===== src/rtl/multi_tick_gen_if.sv =====
// rtl/multi_tick_gen_if.sv - configuration/enable/trigger bundle and tick outputs for multi_tick_gen (TICK_GEN_SQUARE_EN adds sq_out)
interface multi_tick_gen_if #(
    parameter int NCH   = 4,
    parameter int CNT_W = 24
);
    logic             cfg_we;
    logic [3:0]       cfg_ch;
    logic [CNT_W-1:0] cfg_div;
    logic             cfg_mode;
    logic [NCH-1:0]   ch_en;
    logic [NCH-1:0]   start;
    logic [NCH-1:0]   tick;
    logic [NCH-1:0]   busy;
`ifdef TICK_GEN_SQUARE_EN
    logic [NCH-1:0]   sq_out;

    modport master (
        output cfg_we, cfg_ch, cfg_div, cfg_mode, ch_en, start,
        input  tick, busy, sq_out
    );

    modport slave (
        input  cfg_we, cfg_ch, cfg_div, cfg_mode, ch_en, start,
        output tick, busy, sq_out
    );
`else
    modport master (
        output cfg_we, cfg_ch, cfg_div, cfg_mode, ch_en, start,
        input  tick, busy
    );

    modport slave (
        input  cfg_we, cfg_ch, cfg_div, cfg_mode, ch_en, start,
        output tick, busy
    );
`endif
endinterface


===== src/rtl/multi_tick_gen.sv =====
// rtl/multi_tick_gen.sv - NCH independent periodic/one-shot tick channels; TICK_GEN_SQUARE_EN adds a per-channel square-wave output
module multi_tick_gen #(
    parameter int               NCH         = 4,
    parameter int               CNT_W       = 24,
    parameter logic [CNT_W-1:0] DEFAULT_DIV = CNT_W'(32'd11_999_999)
) (
    input  logic              clk,
    input  logic              rst,
    multi_tick_gen_if.slave   tg_bus
);

    logic [NCH-1:0][CNT_W-1:0] r_div;
    logic [NCH-1:0][CNT_W-1:0] r_cnt;
    logic [NCH-1:0]            r_mode;
    logic [NCH-1:0]            r_tick;
    logic [NCH-1:0]            r_busy;
`ifdef TICK_GEN_SQUARE_EN
    logic [NCH-1:0]            r_sq;
`endif

    logic [NCH-1:0]            w_cfg_hit;
    logic [NCH-1:0]            w_at_div;

    // Decode which channel a config write targets (indices >= NCH match nothing) and flag terminal counts
    always_comb begin
        w_cfg_hit = '0;
        w_at_div  = '0;
        for (int ch = 0; ch < NCH; ch++) begin
            w_cfg_hit[ch] = tg_bus.cfg_we && (tg_bus.cfg_ch == 4'(ch));
            w_at_div[ch]  = (r_cnt[ch] == r_div[ch]);
        end
    end

    // Per-channel counter state; config write beats disable, which beats counting or start
    always_ff @(posedge clk or posedge rst) begin
        if (rst) begin
            for (int ch = 0; ch < NCH; ch++) begin
                r_div[ch]  <= DEFAULT_DIV;
                r_cnt[ch]  <= '0;
                r_mode[ch] <= 1'b0;
                r_tick[ch] <= 1'b0;
                r_busy[ch] <= 1'b0;
`ifdef TICK_GEN_SQUARE_EN
                r_sq[ch]   <= 1'b0;
`endif
            end
        end else begin
            for (int ch = 0; ch < NCH; ch++) begin
                if (w_cfg_hit[ch]) begin
                    r_div[ch]  <= tg_bus.cfg_div;
                    r_mode[ch] <= tg_bus.cfg_mode;
                    r_cnt[ch]  <= '0;
                    r_tick[ch] <= 1'b0;
                    r_busy[ch] <= 1'b0;
`ifdef TICK_GEN_SQUARE_EN
                    r_sq[ch]   <= 1'b0;
`endif
                end else if (!tg_bus.ch_en[ch]) begin
                    r_cnt[ch]  <= '0;
                    r_tick[ch] <= 1'b0;
                    r_busy[ch] <= 1'b0;
`ifdef TICK_GEN_SQUARE_EN
                    r_sq[ch]   <= 1'b0;
`endif
                end else if (!r_mode[ch]) begin
                    // Periodic: the counter only ever climbs to div, so it cannot wrap
                    r_busy[ch] <= 1'b0;
                    if (w_at_div[ch]) begin
                        r_cnt[ch]  <= '0;
                        r_tick[ch] <= 1'b1;
`ifdef TICK_GEN_SQUARE_EN
                        r_sq[ch]   <= ~r_sq[ch];
`endif
                    end else begin
                        r_cnt[ch]  <= r_cnt[ch] + 1'b1;
                        r_tick[ch] <= 1'b0;
                    end
                end else if (r_busy[ch]) begin
                    // One-shot in flight: further starts are ignored until the tick fires
                    if (w_at_div[ch]) begin
                        r_cnt[ch]  <= '0;
                        r_tick[ch] <= 1'b1;
                        r_busy[ch] <= 1'b0;
`ifdef TICK_GEN_SQUARE_EN
                        r_sq[ch]   <= ~r_sq[ch];
`endif
                    end else begin
                        r_cnt[ch]  <= r_cnt[ch] + 1'b1;
                        r_tick[ch] <= 1'b0;
                    end
                end else begin
                    // One-shot idle: arm on start, counting from zero
                    r_tick[ch] <= 1'b0;
                    r_cnt[ch]  <= '0;
                    if (tg_bus.start[ch]) begin
                        r_busy[ch] <= 1'b1;
                    end
                end
            end
        end
    end

    assign tg_bus.tick   = r_tick;
    assign tg_bus.busy   = r_busy;
`ifdef TICK_GEN_SQUARE_EN
    assign tg_bus.sq_out = r_sq;
`endif

endmodule


===== src/flat_wrapper.sv =====
// flat-port wrapper written by rule: the top's interface ports become plain ports
module multi_tick_gen_flat 
#(
    parameter int               NCH         = 4,
    parameter int               CNT_W       = 24,
    parameter logic [CNT_W-1:0] DEFAULT_DIV = CNT_W'(32'd11_999_999)
)
  (clk, rst, tg_bus_cfg_we, tg_bus_cfg_ch, tg_bus_cfg_div, tg_bus_cfg_mode, tg_bus_ch_en, tg_bus_start, tg_bus_tick, tg_bus_busy);
  multi_tick_gen_if #(.NCH(NCH), .CNT_W(CNT_W)) tg_bus_i ();
  input  logic clk;
  input  logic rst;
  input wire logic [$bits(tg_bus_i.cfg_we)-1:0] tg_bus_cfg_we;
  input wire logic [$bits(tg_bus_i.cfg_ch)-1:0] tg_bus_cfg_ch;
  input wire logic [$bits(tg_bus_i.cfg_div)-1:0] tg_bus_cfg_div;
  input wire logic [$bits(tg_bus_i.cfg_mode)-1:0] tg_bus_cfg_mode;
  input wire logic [$bits(tg_bus_i.ch_en)-1:0] tg_bus_ch_en;
  input wire logic [$bits(tg_bus_i.start)-1:0] tg_bus_start;
  output wire logic [$bits(tg_bus_i.tick)-1:0] tg_bus_tick;
  output wire logic [$bits(tg_bus_i.busy)-1:0] tg_bus_busy;
  assign tg_bus_i.cfg_we = tg_bus_cfg_we;
  assign tg_bus_i.cfg_ch = tg_bus_cfg_ch;
  assign tg_bus_i.cfg_div = tg_bus_cfg_div;
  assign tg_bus_i.cfg_mode = tg_bus_cfg_mode;
  assign tg_bus_i.ch_en = tg_bus_ch_en;
  assign tg_bus_i.start = tg_bus_start;
  assign tg_bus_tick = tg_bus_i.tick;
  assign tg_bus_busy = tg_bus_i.busy;
  multi_tick_gen #(.NCH(NCH), .CNT_W(CNT_W), .DEFAULT_DIV(DEFAULT_DIV)) u_core (.clk(clk), .rst(rst), .tg_bus(tg_bus_i));
endmodule

===== config.mk =====
export PLATFORM = sky130hd
export DESIGN_NAME = multi_tick_gen_flat
export DESIGN_NICKNAME = d
export VERILOG_FILES = /design/src/rtl/multi_tick_gen_if.sv /design/src/rtl/multi_tick_gen.sv /design/src/flat_wrapper.sv
export SDC_FILE = /design/constraint.sdc
export NUM_CORES = 1
export LEC_CHECK = 0
export CAP_MARGIN = 10
export CORE_MARGIN = 4
export CORE_UTILIZATION = 60
export CTS_CLUSTER_SIZE = 24
export DETAILED_ROUTE_END_ITERATION = 12
export MAX_ROUTING_LAYER = met4
export PLACE_DENSITY = 0.86
export SLEW_MARGIN = 10
export SYNTH_ARGS = -nofsm -noshare
export SYNTH_HDL_FRONTEND = slang
export SYNTH_SLANG_ARGS = --single-unit

===== constraint.sdc =====
create_clock -name clk -period 8.6 [get_ports clk]
set_input_delay 1.72 -clock clk [delete_from_list [all_inputs] [get_ports clk]]
set_output_delay 1.72 -clock clk [all_outputs]
set_load 0.005 [all_outputs]

==> run summary, run 1 <==
### Placed design
* **sum of net half-perimeters after detailed placement** 14.5 mm
* **input/output buffers** 47
* **pre-CTS worst setup slack** 4.65 ns
* **placed cell count** 1082
* **global placer's final weighted congestion** 0.871

### Worst setup path
* **Max FO, Critical Path** 28
* **worst reg-to-reg path cell count** 5
* **Critical Path End Type** register
* **Worst Setup Path Type** in2reg
* **Worst R2R End** u_core.r_cnt[9]
* **startpoint of the most critical register-to-register path** u_core.r_cnt[16]
* **CP arrival** 3.90 ns
* **Setup crit end** u_core.r_cnt[9]
* **startpoint of the worst setup timing path** tg_bus_cfg_we
* **worst reg-to-reg setup slack** 6.02 ns
* **required time at the worst-slack endpoint** 9.00 ns
* **Worst setup SP type** primary input

### STA
* **final hold violation count** 0
* **Min Clock Period, post-route** 3.50 ns
* **final clock period utilization by the worst path** 40.7%
* **final critical-path setup slack** 5.10 ns
* **maximum operating frequency** 286 MHz
* **final slew viol count** 0
* **final hold slack** 0.485 ns
* **setup repair after global routing missed its margin** false
* **Finish-stage setup viols** 0
* **setup clock skew after layout** 0.0108 ns
* **worst-case headroom to the max-slew limit** 24.7%
* **sum of negative setup slack** 0 ns
* **Least-Margin Pin Slew** 1.13 ns

### Clock tree
* **total clock buffers created by CTS** 21
* **clk buf depth** 3
* **number of setup buffers added after CTS** 0
* **Resize count post-CTS** 0
* **hold-fix buffers at CTS** 0
* **TritonCTS sink count** 204
* **htree depth** 1
* **TritonCTS clock tree** yes
* **clock edge transition at the registers on the reported setup and hold paths** 0.06 ns
* **Root Driver** sky130_fd_sc_hd__clkbuf_16
* **clock network latency to the later pin of the worst-skew pair** 0.50 ns

### Logic synthesis
* **Post-synth EDFFs** 0
* **share of Yosys cell area claimed by the top area cell type** 34.8%
* **cell type contributing the most total cell area after synthesis** sky130_fd_sc_hd__dfrtp_1
* **Seq/Total Area, Yosys** 53.0%
* **top flip-flop cell by instance count after synthesis** sky130_fd_sc_hd__dfrtp_1
* **count of distinct cell types in the synthesized netlist** 34
* **Syn. warnings** 0
* **synthesized area** 9790 sq um
* **leading post-synthesis cells by instance count** sky130_fd_sc_hd__xor2_1, sky130_fd_sc_hd__dfrtp_1, sky130_fd_sc_hd__nor2_1
* **synthesized area per cell** 11.7 sq um
* **cell count after synthesis** 840
* **async set-reset flop share out of synthesis** 100%
* **top cells by area in the synthesized netlist** sky130_fd_sc_hd__dfrtp_1, sky130_fd_sc_hd__dfstp_2, sky130_fd_sc_hd__xor2_1, sky130_fd_sc_hd__mux2_2, sky130_fd_sc_hd__nor2_1
* **most common cell in the netlist** sky130_fd_sc_hd__xor2_1
* **Net Count, Synth** 884
* **total of flip-flops plus latches after synthesis** 204

### Global routing
* **antenna violations before repair** 1
* **met1 demand-to-capacity share in global routing** 33.6%
* **GRT Max-Usage Layer** met2
* **via count of the first global-routing pass** 6600
* **global-route met2 utilization** 39.9%
* **Remaining Overflow, GRT** 0
* **first-pass GRT wire length** 34.9 mm
* **global-route track usage on met3** 3.68%
* **total global routing track utilization** 25.0%
* **pin count of the biggest net entering global routing** 154

### Min path
* **worst hold path stage count** 1
* **Min-Delay Path Class** reg2reg

### Floorplan
* **number of cell rows** 46
* **Top Ports** 48
* **core region area** 15900 sq um
* **die footprint** 18400 sq um
* **die boundary height** 136 um
* **Initial Util** 61.4%
* **Die Span X** 136 um

### Cells and area
* **Layout area overhead** 13.5%
* **layout cell share with drive strength beyond 1** 23.9%
* **Final #Nets** 933
* **number of non-filler instances in the completed layout** 1120

### Routing
* **drt initial violations** 419
* **vias per cell** 5.85
* **final antenna-violating net count** 0
* **total wire length after detailed routing** 21.7 mm
* **vias after detailed routing** 6557
* **first-pass iteration count of the detailed router** 5
* **count of unresolved DRC violations after routing** 0
* **mean routed wirelength per cell** 19.3 um

### Pwr
* **proportion of power drawn by combinational gates** 13.1%
* **register share of total power** 50.7%
* **Pleak** 4.85 nW
* **Internal** 1.81 mW
* **Clk network pwr share** 36.1%
* **Max VDD drop** 0.162 mV
* **Power Density** 218 nW/um^2
* **net switching component of the power** 613 uW
* **switching part of the total power** 25.3%

### Run
* **number of maximum-capacitance violations** 0

### Outcome
* **result of the run** completed

-- layout by cell type, fill, tap and decap left out, types with 21 or more instances in the layout --
cell and count:
sky130_fd_sc_hd__mux2_2 100, sky130_fd_sc_hd__nor4_1 26, sky130_fd_sc_hd__nor2_1 121, sky130_fd_sc_hd__nand3_1 38, sky130_fd_sc_hd__nand2_1 32, sky130_fd_sc_hd__nand4_1 28
sky130_fd_sc_hd__xor2_1 147, sky130_fd_sc_hd__dfstp_2 68, sky130_fd_sc_hd__dfrtp_1 136, sky130_fd_sc_hd__clkdlybuf4s50_1 47, sky130_fd_sc_hd__clkbuf_16 21, sky130_fd_sc_hd__xnor2_1 36
-- routing by layer --
layer  vias up  share of wire [%]
met2       173                 48
li1       2964                  -
met4         0                3.0
met3        48                4.5
met1      3372                 44
met5         -                  0
-- power by group through the flow --
stage          logic, mW  registers (mW)  clock network, mW
6_report           0.319            1.23              0.875
5_1_grt            0.353            1.24              0.926
4_1_cts            0.321            1.23              0.888
3_5_place_dp       0.315            1.24                  0
3_3_place_gp       0.303            1.24                  0
2_1_floorplan      0.235            1.21                  0
-- sequential cells by signal, summed over array words and instances (netlist names) --
signal / flops
u_core.tg_bus.tick: 4
u_core.r_mode: 4
u_core.tg_bus.busy: 4
u_core.r_div: 96
u_core.r_cnt: 96
-- how the worst min path moves through the flow --
stage                       endpoint                   from
2_1_floorplan       u_core.r_cnt[72]       u_core.r_cnt[72]
3_3_place_gp   u_core.tg_bus.busy[3]  u_core.tg_bus.busy[3]
3_5_place_dp   u_core.tg_bus.busy[1]  u_core.tg_bus.busy[1]
4_1_cts        u_core.tg_bus.busy[1]  u_core.tg_bus.busy[1]
5_1_grt        u_core.tg_bus.busy[3]  u_core.tg_bus.busy[3]
6_report       u_core.tg_bus.busy[1]  u_core.tg_bus.busy[1]
-- cell type report --
cell class,count,area (sq um)
flip-flops and latches,204,5190
repair buffers,50,493
clock inverters,5,50.0
inverters,16,67.6
fillers,1150,4840
well taps,216,270
clock buffers,31,603
multi-input cells,596,4430
diodes,2,5.00
-- worst max-delay path: stages --
cell and delay [ns]:
sky130_fd_sc_hd__clkdlybuf4s50_1 0.44, sky130_fd_sc_hd__nor2b_1 0.17, sky130_fd_sc_hd__nand2_2 0.50, sky130_fd_sc_hd__o2111ai_2 0.72, sky130_fd_sc_hd__nor2_1 0.32
-- per-stage QoR --
stage,util [%],area (sq um),power (mW)
2_1_floorplan,-,9790,1.45
3_3_place_gp,65.5,10400,1.54
3_5_place_dp,65.5,10400,1.56
4_1_cts,69.6,11100,2.44
5_1_grt,69.7,11100,2.52
6_report,69.7,11100,2.42
-- cell families after synthesis --
kind of cell | count (synthesis) | synth area share, %
AND/OR/NAND/NOR | 295 | 15.6
flip-flops | 204 | 53.0
XOR/XNOR | 183 | 16.4
multiplexers | 100 | 11.5
buffers and inverters | 40 | 1.75
AO/OA/AOI/OAI | 14 | 1.28
adder cells (fa/ha/maj) | 4 | 0.511
Note: power is estimated with default switching activity, not from simulation.
==> run 2: changes to the inputs <==
Settings changed: CORE_UTILIZATION 60 to 55, PLACE_DENSITY 0.86 to 0.84.
Clock period 8.6 ns to 3 ns, I/O delays scaled along.
==> run 2 against run 1 <==
  * Worst setup slack got worse by 4.6 ns
  * Sequential cell count is the same
  * Combinational power increased to 2.9 times the previous value
  * Cell count grew 1.9%
  * Count of clock-buffer cells in the layout decreased by 1
  * Via count increased by 0.63%
  * Register-to-register slack got worse by 5.5 ns
  * Critical path depth unchanged
  * Sequential power rose to 2.9 times the previous value
  * Clock power rose to 3.4 times the previous value
  * Non-clock buffer count increased by 10
  * Core utilization fell by 4.2 points
  * Critical endpoint is now u_core.r_cnt[3]
  * Largest cell class unchanged
  * Highest routed layer unchanged
==> run summary, run 2 (synthesis results as in run 1) <==
### STA
* **Finish-stage setup viols** 0
* **worst-case headroom to the max-slew limit** 25.6%
* **final slew viol count** 0
* **Min Clock Period, post-route** 2.48 ns
* **final critical-path setup slack** 0.517 ns
* **setup repair after global routing missed its margin** false
* **final clock period utilization by the worst path** 82.8%
* **Least-Margin Pin Slew** 1.12 ns
* **setup clock skew after layout** 0.00501 ns
* **final hold violation count** 0
* **maximum operating frequency** 403 MHz

### Cells and area
* **layout cell share with drive strength beyond 1** 25.4%
* **Layout area overhead** 16.0%
* **most frequent cells in the layout** sky130_fd_sc_hd__xor2_1, sky130_fd_sc_hd__dfrtp_1, sky130_fd_sc_hd__nor2_1, sky130_fd_sc_hd__mux2_2, sky130_fd_sc_hd__dfstp_2
* **Non-Filler Cell Area, Final** 11400 sq um
* **most common cell after layout, fill and taps aside** sky130_fd_sc_hd__xor2_1
* **leading registers by flop count** u_core.r_cnt x96, u_core.r_div x96
* **Final #Nets** 944
* **Filler cells** 1284
* **core utilization of the finished layout** 65.4%
* **Inserted Diodes** 0

### Routing
* **final antenna-violating net count** 0
* **vias after detailed routing** 6598
* **count of unresolved DRC violations after routing** 0
* **total wire length after detailed routing** 22.5 mm
* **first-pass iteration count of the detailed router** 5
* **vias per cell** 5.78
* **drt initial violations** 463
* **mean routed wirelength per cell** 19.7 um

### Clock tree
* **number of setup buffers added after CTS** 0
* **htree depth** 1
* **clock edge transition at the registers on the reported setup and hold paths** 0.06 ns
* **Resize count post-CTS** 0
* **total clock buffers created by CTS** 22
* **clock network latency to the later pin of the worst-skew pair** 0.49 ns
* **clk buf depth** 3
* **hold-fix buffers at CTS** 0
* **Root Driver** sky130_fd_sc_hd__clkbuf_16
* **TritonCTS sink count** 204
* **TritonCTS clock tree** yes

### Min path
* **Min-Delay Path Class** in2async

### Global routing
* **total global routing track utilization** 23.5%
* **antenna violations before repair** 0
* **via count of the first global-routing pass** 6776
* **Remaining Overflow, GRT** 0
* **first-pass GRT wire length** 36.4 mm
* **pin count of the biggest net entering global routing** 91

### Floorplan
* **die footprint** 20000 sq um
* **core region area** 17400 sq um
* **Die Span X** 141 um
* **Top Ports** 48
* **die boundary height** 141 um
* **number of cell rows** 48
* **Initial Util** 56.4%

### Worst setup path
* **Worst Setup Path Type** reg2reg
* **Worst setup SP type** register
* **Max FO, Critical Path** 24
* **worst reg-to-reg path cell count** 5
* **CP arrival** 2.82 ns
* **required time at the worst-slack endpoint** 3.33 ns
* **Critical Path End Type** register
* **worst reg-to-reg setup slack** 0.52 ns

### Placed design
* **global placer's final weighted congestion** 0.867
* **sum of net half-perimeters after detailed placement** 15.4 mm
* **pre-CTS worst setup slack** 0.515 ns
* **input/output buffers** 47
* **placed cell area** 10600 sq um

### Pwr
* **Max VDD drop** 0.506 mV
* **Pleak** 4.96 nW
* **total power** 7.41 mW
* **Power Density** 652 nW/um^2

### Outcome
* **result of the run** completed

### Run
* **number of maximum-capacitance violations** 0

## run 2: cell types whose count changed in the layout (fill, tap and decap cells not counted), sizes merged
cell	change
clkinv	-1
bufinv	+3
buf	+10
clkbuf	-1
diode	-2
clkinvlp	+3
## run 2: final cells by class
class	instances	area [sq um]	share of cell area [%]
clock buffer	30	642	5.65
multi-input combinational	596	4430	39.0
timing repair buffer	60	593	5.22
sequential	204	5190	45.7
tap	225	282	2.48
inverter	16	63.8	0.562
clock inverter	10	159	1.40
## run 2: worst paths after layout
check / end / startpoint
worst min-delay path: u_core.r_cnt[3] / rst
worst max register to register: u_core.r_cnt[3] / u_core.r_div[16]
worst max-delay path: u_core.r_cnt[3] / u_core.r_div[16]
worst min register to register: u_core.tg_bus.busy[1] / u_core.tg_bus.busy[1]
max in group asynchronous: u_core.r_div[77] / rst
min in group clk: u_core.tg_bus.busy[1] / u_core.tg_bus.busy[1]
## run 2: critical path, stage by stage (launching register included)
cell and delay [ns]:
sky130_fd_sc_hd__dfstp_2 0.54, sky130_fd_sc_hd__xor2_1 0.06, sky130_fd_sc_hd__nor4_1 0.47, sky130_fd_sc_hd__nand4_1 0.22
sky130_fd_sc_hd__o2111ai_2 0.90, sky130_fd_sc_hd__nor2_1 0.14
## run 2: power breakdown
part | internal [mW] | switching (mW)
logic | 0.484 | 0.448
registers | 3.25 | 0.284
clock network | 1.85 | 1.09
total | 5.58 | 1.82
## run 2: metrics by stage
stage               hold WS (ns)  instances  setup TNS [ns]
floorplan                  0.464        840          -25.67
global placement           0.468       1101               0
detailed placement         0.482       1101               0
CTS                        0.464       1141               0
global route               0.484       1141               0
finish                     0.471       1141               0
## run 2: routing by layer
| layer | up-vias | share of wire [%] | track usage, % |
|---|---|---|---|
| li1 | 2994 | - | - |
| met1 | 3372 | 44 | 32.0 |
| met2 | 182 | 47 | 36.7 |
| met3 | 50 | 4.9 | 3.57 |
| met4 | 0 | 3.4 | 7.42 |
| met5 | - | 0 | - |
==> run 3: changes to the inputs <==
Settings changed: CORE_UTILIZATION 55 to 60, PLACE_DENSITY 0.84 to 0.86.
Clock period 3 ns to 2.53 ns, I/O delays scaled along.
==> run 3 against run 2 <==
  * Clock skew grew 0.0099 ns
  * Global-route usage increased by 1.6 points
  * Sequential share of layout area is 0.28 points lower
  * Cell count decreased by 0.70%
  * Fmax is 11% higher
  * First-iteration DRC count decreased by 4.8%
  * Routed wire length shrank 2.3%
  * Clock power increased by 21%
  * Hold slack gained 0.020 ns
  * Register-to-register slack worse by 0.23 ns
  * Core utilization grew 6.2 points
  * Count of clock-buffer cells in the layout rose by 3
  * Critical endpoint is now u_core.r_cnt[70]
  * Largest cell class unchanged
==> run summary, run 3 (synthesis results as in run 1) <==
### Clock tree
* **clock edge transition at the registers on the reported setup and hold paths** 0.06 ns
* **TritonCTS clock tree** yes
* **hold-fix buffers at CTS** 0
* **Root Driver** sky130_fd_sc_hd__clkbuf_16
* **number of setup buffers added after CTS** 0
* **clk buf depth** 3
* **total clock buffers created by CTS** 22
* **TritonCTS sink count** 204
* **htree depth** 1
* **clock network latency to the later pin of the worst-skew pair** 0.50 ns

### Cells and area
* **Layout area overhead** 16.7%
* **Final #Nets** 945
* **layout cell share with drive strength beyond 1** 25.3%
* **area used by multi-input combinational logic** 4450 sq um
* **core utilization of the finished layout** 71.7%
* **Filler cells** 1087
* **register cell area after layout** 5190 sq um
* **most frequent cells in the layout** sky130_fd_sc_hd__xor2_1, sky130_fd_sc_hd__dfrtp_1, sky130_fd_sc_hd__nor2_1, sky130_fd_sc_hd__mux2_2, sky130_fd_sc_hd__dfstp_2
* **leading registers by flop count** u_core.r_cnt x96, u_core.r_div x96
* **number of non-filler instances in the completed layout** 1133
* **Inserted Diodes** 0
* **most common cell after layout, fill and taps aside** sky130_fd_sc_hd__xor2_1

### Global routing
* **pin count of the biggest net entering global routing** 121
* **via count of the first global-routing pass** 6484
* **first-pass GRT wire length** 35.1 mm
* **antenna violations before repair** 0
* **Remaining Overflow, GRT** 0
* **total global routing track utilization** 25.1%

### STA
* **setup repair after global routing missed its margin** false
* **final hold violation count** 0
* **final clock period utilization by the worst path** 88.5%
* **sum of negative setup slack** 0 ns
* **Min Clock Period, post-route** 2.24 ns
* **setup clock skew after layout** 0.0149 ns
* **Finish-stage setup viols** 0
* **final slew viol count** 0
* **worst-case headroom to the max-slew limit** 53.6%
* **Least-Margin Pin Slew** 0.696 ns
* **maximum operating frequency** 446 MHz

### Pwr
* **Max VDD drop** 0.610 mV
* **Power Density** 775 nW/um^2
* **total power** 8.86 mW
* **Pleak** 5.00 nW

### Worst setup path
* **Setup crit end** u_core.r_cnt[70]
* **startpoint of the worst setup timing path** u_core.r_cnt[64]
* **Critical Path End Type** register
* **Worst R2R End** u_core.r_cnt[70]
* **Worst Setup Path Type** reg2reg
* **startpoint of the most critical register-to-register path** u_core.r_cnt[64]
* **required time at the worst-slack endpoint** 2.89 ns
* **CP arrival** 2.60 ns
* **worst reg-to-reg path cell count** 6
* **Max FO, Critical Path** 24
* **Worst setup SP type** register
* **worst reg-to-reg setup slack** 0.29 ns

### Placed design
* **placed cell count** 1093
* **global placer's final weighted congestion** 0.857
* **sum of net half-perimeters after detailed placement** 14.9 mm
* **input/output buffers** 47

### Floorplan
* **Initial Util** 61.4%
* **number of cell rows** 46
* **die footprint** 18400 sq um
* **Die Span X** 136 um
* **Top Ports** 48
* **core region area** 15900 sq um
* **die boundary height** 136 um

### Routing
* **total wire length after detailed routing** 22.0 mm
* **vias after detailed routing** 6493
* **drt initial violations** 441
* **final antenna-violating net count** 0
* **first-pass iteration count of the detailed router** 5
* **mean routed wirelength per cell** 19.4 um
* **vias per cell** 5.73
* **count of unresolved DRC violations after routing** 0

### Min path
* **Min-Delay Path Class** reg2reg

### Outcome
* **result of the run** completed

### Run
* **number of maximum-capacitance violations** 0

run 3: worst min-delay path by stage:
stage	startpoint	to	slack, ns	cells past startpoint
2_1_floorplan	u_core.r_cnt[72]	u_core.r_cnt[72]	0.46	1
3_3_place_gp	u_core.tg_bus.busy[3]	u_core.tg_bus.busy[3]	0.47	1
3_5_place_dp	u_core.tg_bus.busy[3]	u_core.tg_bus.busy[3]	0.47	1
4_1_cts	u_core.tg_bus.busy[3]	u_core.tg_bus.busy[3]	0.48	1
5_1_grt	u_core.tg_bus.busy[3]	u_core.tg_bus.busy[3]	0.50	1
6_report	u_core.tg_bus.busy[3]	u_core.tg_bus.busy[3]	0.49	1
run 3: cell type report:
type                    instances  share of cell area [%]
repair buffers                 61                    5.58
multi-input cells             596                    39.0
clock inverters                 7                    1.22
inverters                      16                   0.558
clock buffers                  33                    5.90
flip-flops and latches        204                    45.4
well taps                     216                    2.37
run 3: repair_timing:
action | in CTS | in global routing
gates resized for setup | 0 | 2
setup endpoints to repair | 0 | 48
endpoints found under the hold margin | 0 | 0
run 3: worst max-delay path, cell delays in order (launching register included):
cell and delay [ns]:
sky130_fd_sc_hd__dfrtp_1 0.46, sky130_fd_sc_hd__xor2_1 0.18, sky130_fd_sc_hd__nor4_1 0.29, sky130_fd_sc_hd__buf_4 0.18
sky130_fd_sc_hd__nand4_1 0.19, sky130_fd_sc_hd__o2111ai_4 0.65, sky130_fd_sc_hd__nor2_1 0.13
run 3: per-layer routing:
| metal | share of wire (%) | routed length (um) | global-route usage, % | vias to the layer above |
|---|---|---|---|---|
| met3 | 5.4 | 1180 | 3.90 | 32 |
| met1 | 43 | 9410 | 34.0 | 3307 |
| met5 | 0 | 0 | - | - |
| met2 | 50 | 11000 | 41.0 | 157 |
| met4 | 1.7 | 382 | 4.59 | 0 |
| li1 | - | - | - | 2997 |
run 3: through the flow:
step	hold slack, ns	instance area, sq um	setup WS, ns
5_1_grt	0.503	11400	0.138
2_1_floorplan	0.464	9790	-0.565
3_5_place_dp	0.473	10600	0.0166
6_report	0.492	11400	0.290
3_3_place_gp	0.471	10600	0.0930
4_1_cts	0.482	11400	0.0295
run 3: report_power, final:
part	leakage, nW	internal, mW	switching (mW)
Combinational	2.05	0.588	0.527
Sequential	2.55	3.85	0.329
Clock	0.399	2.25	1.31
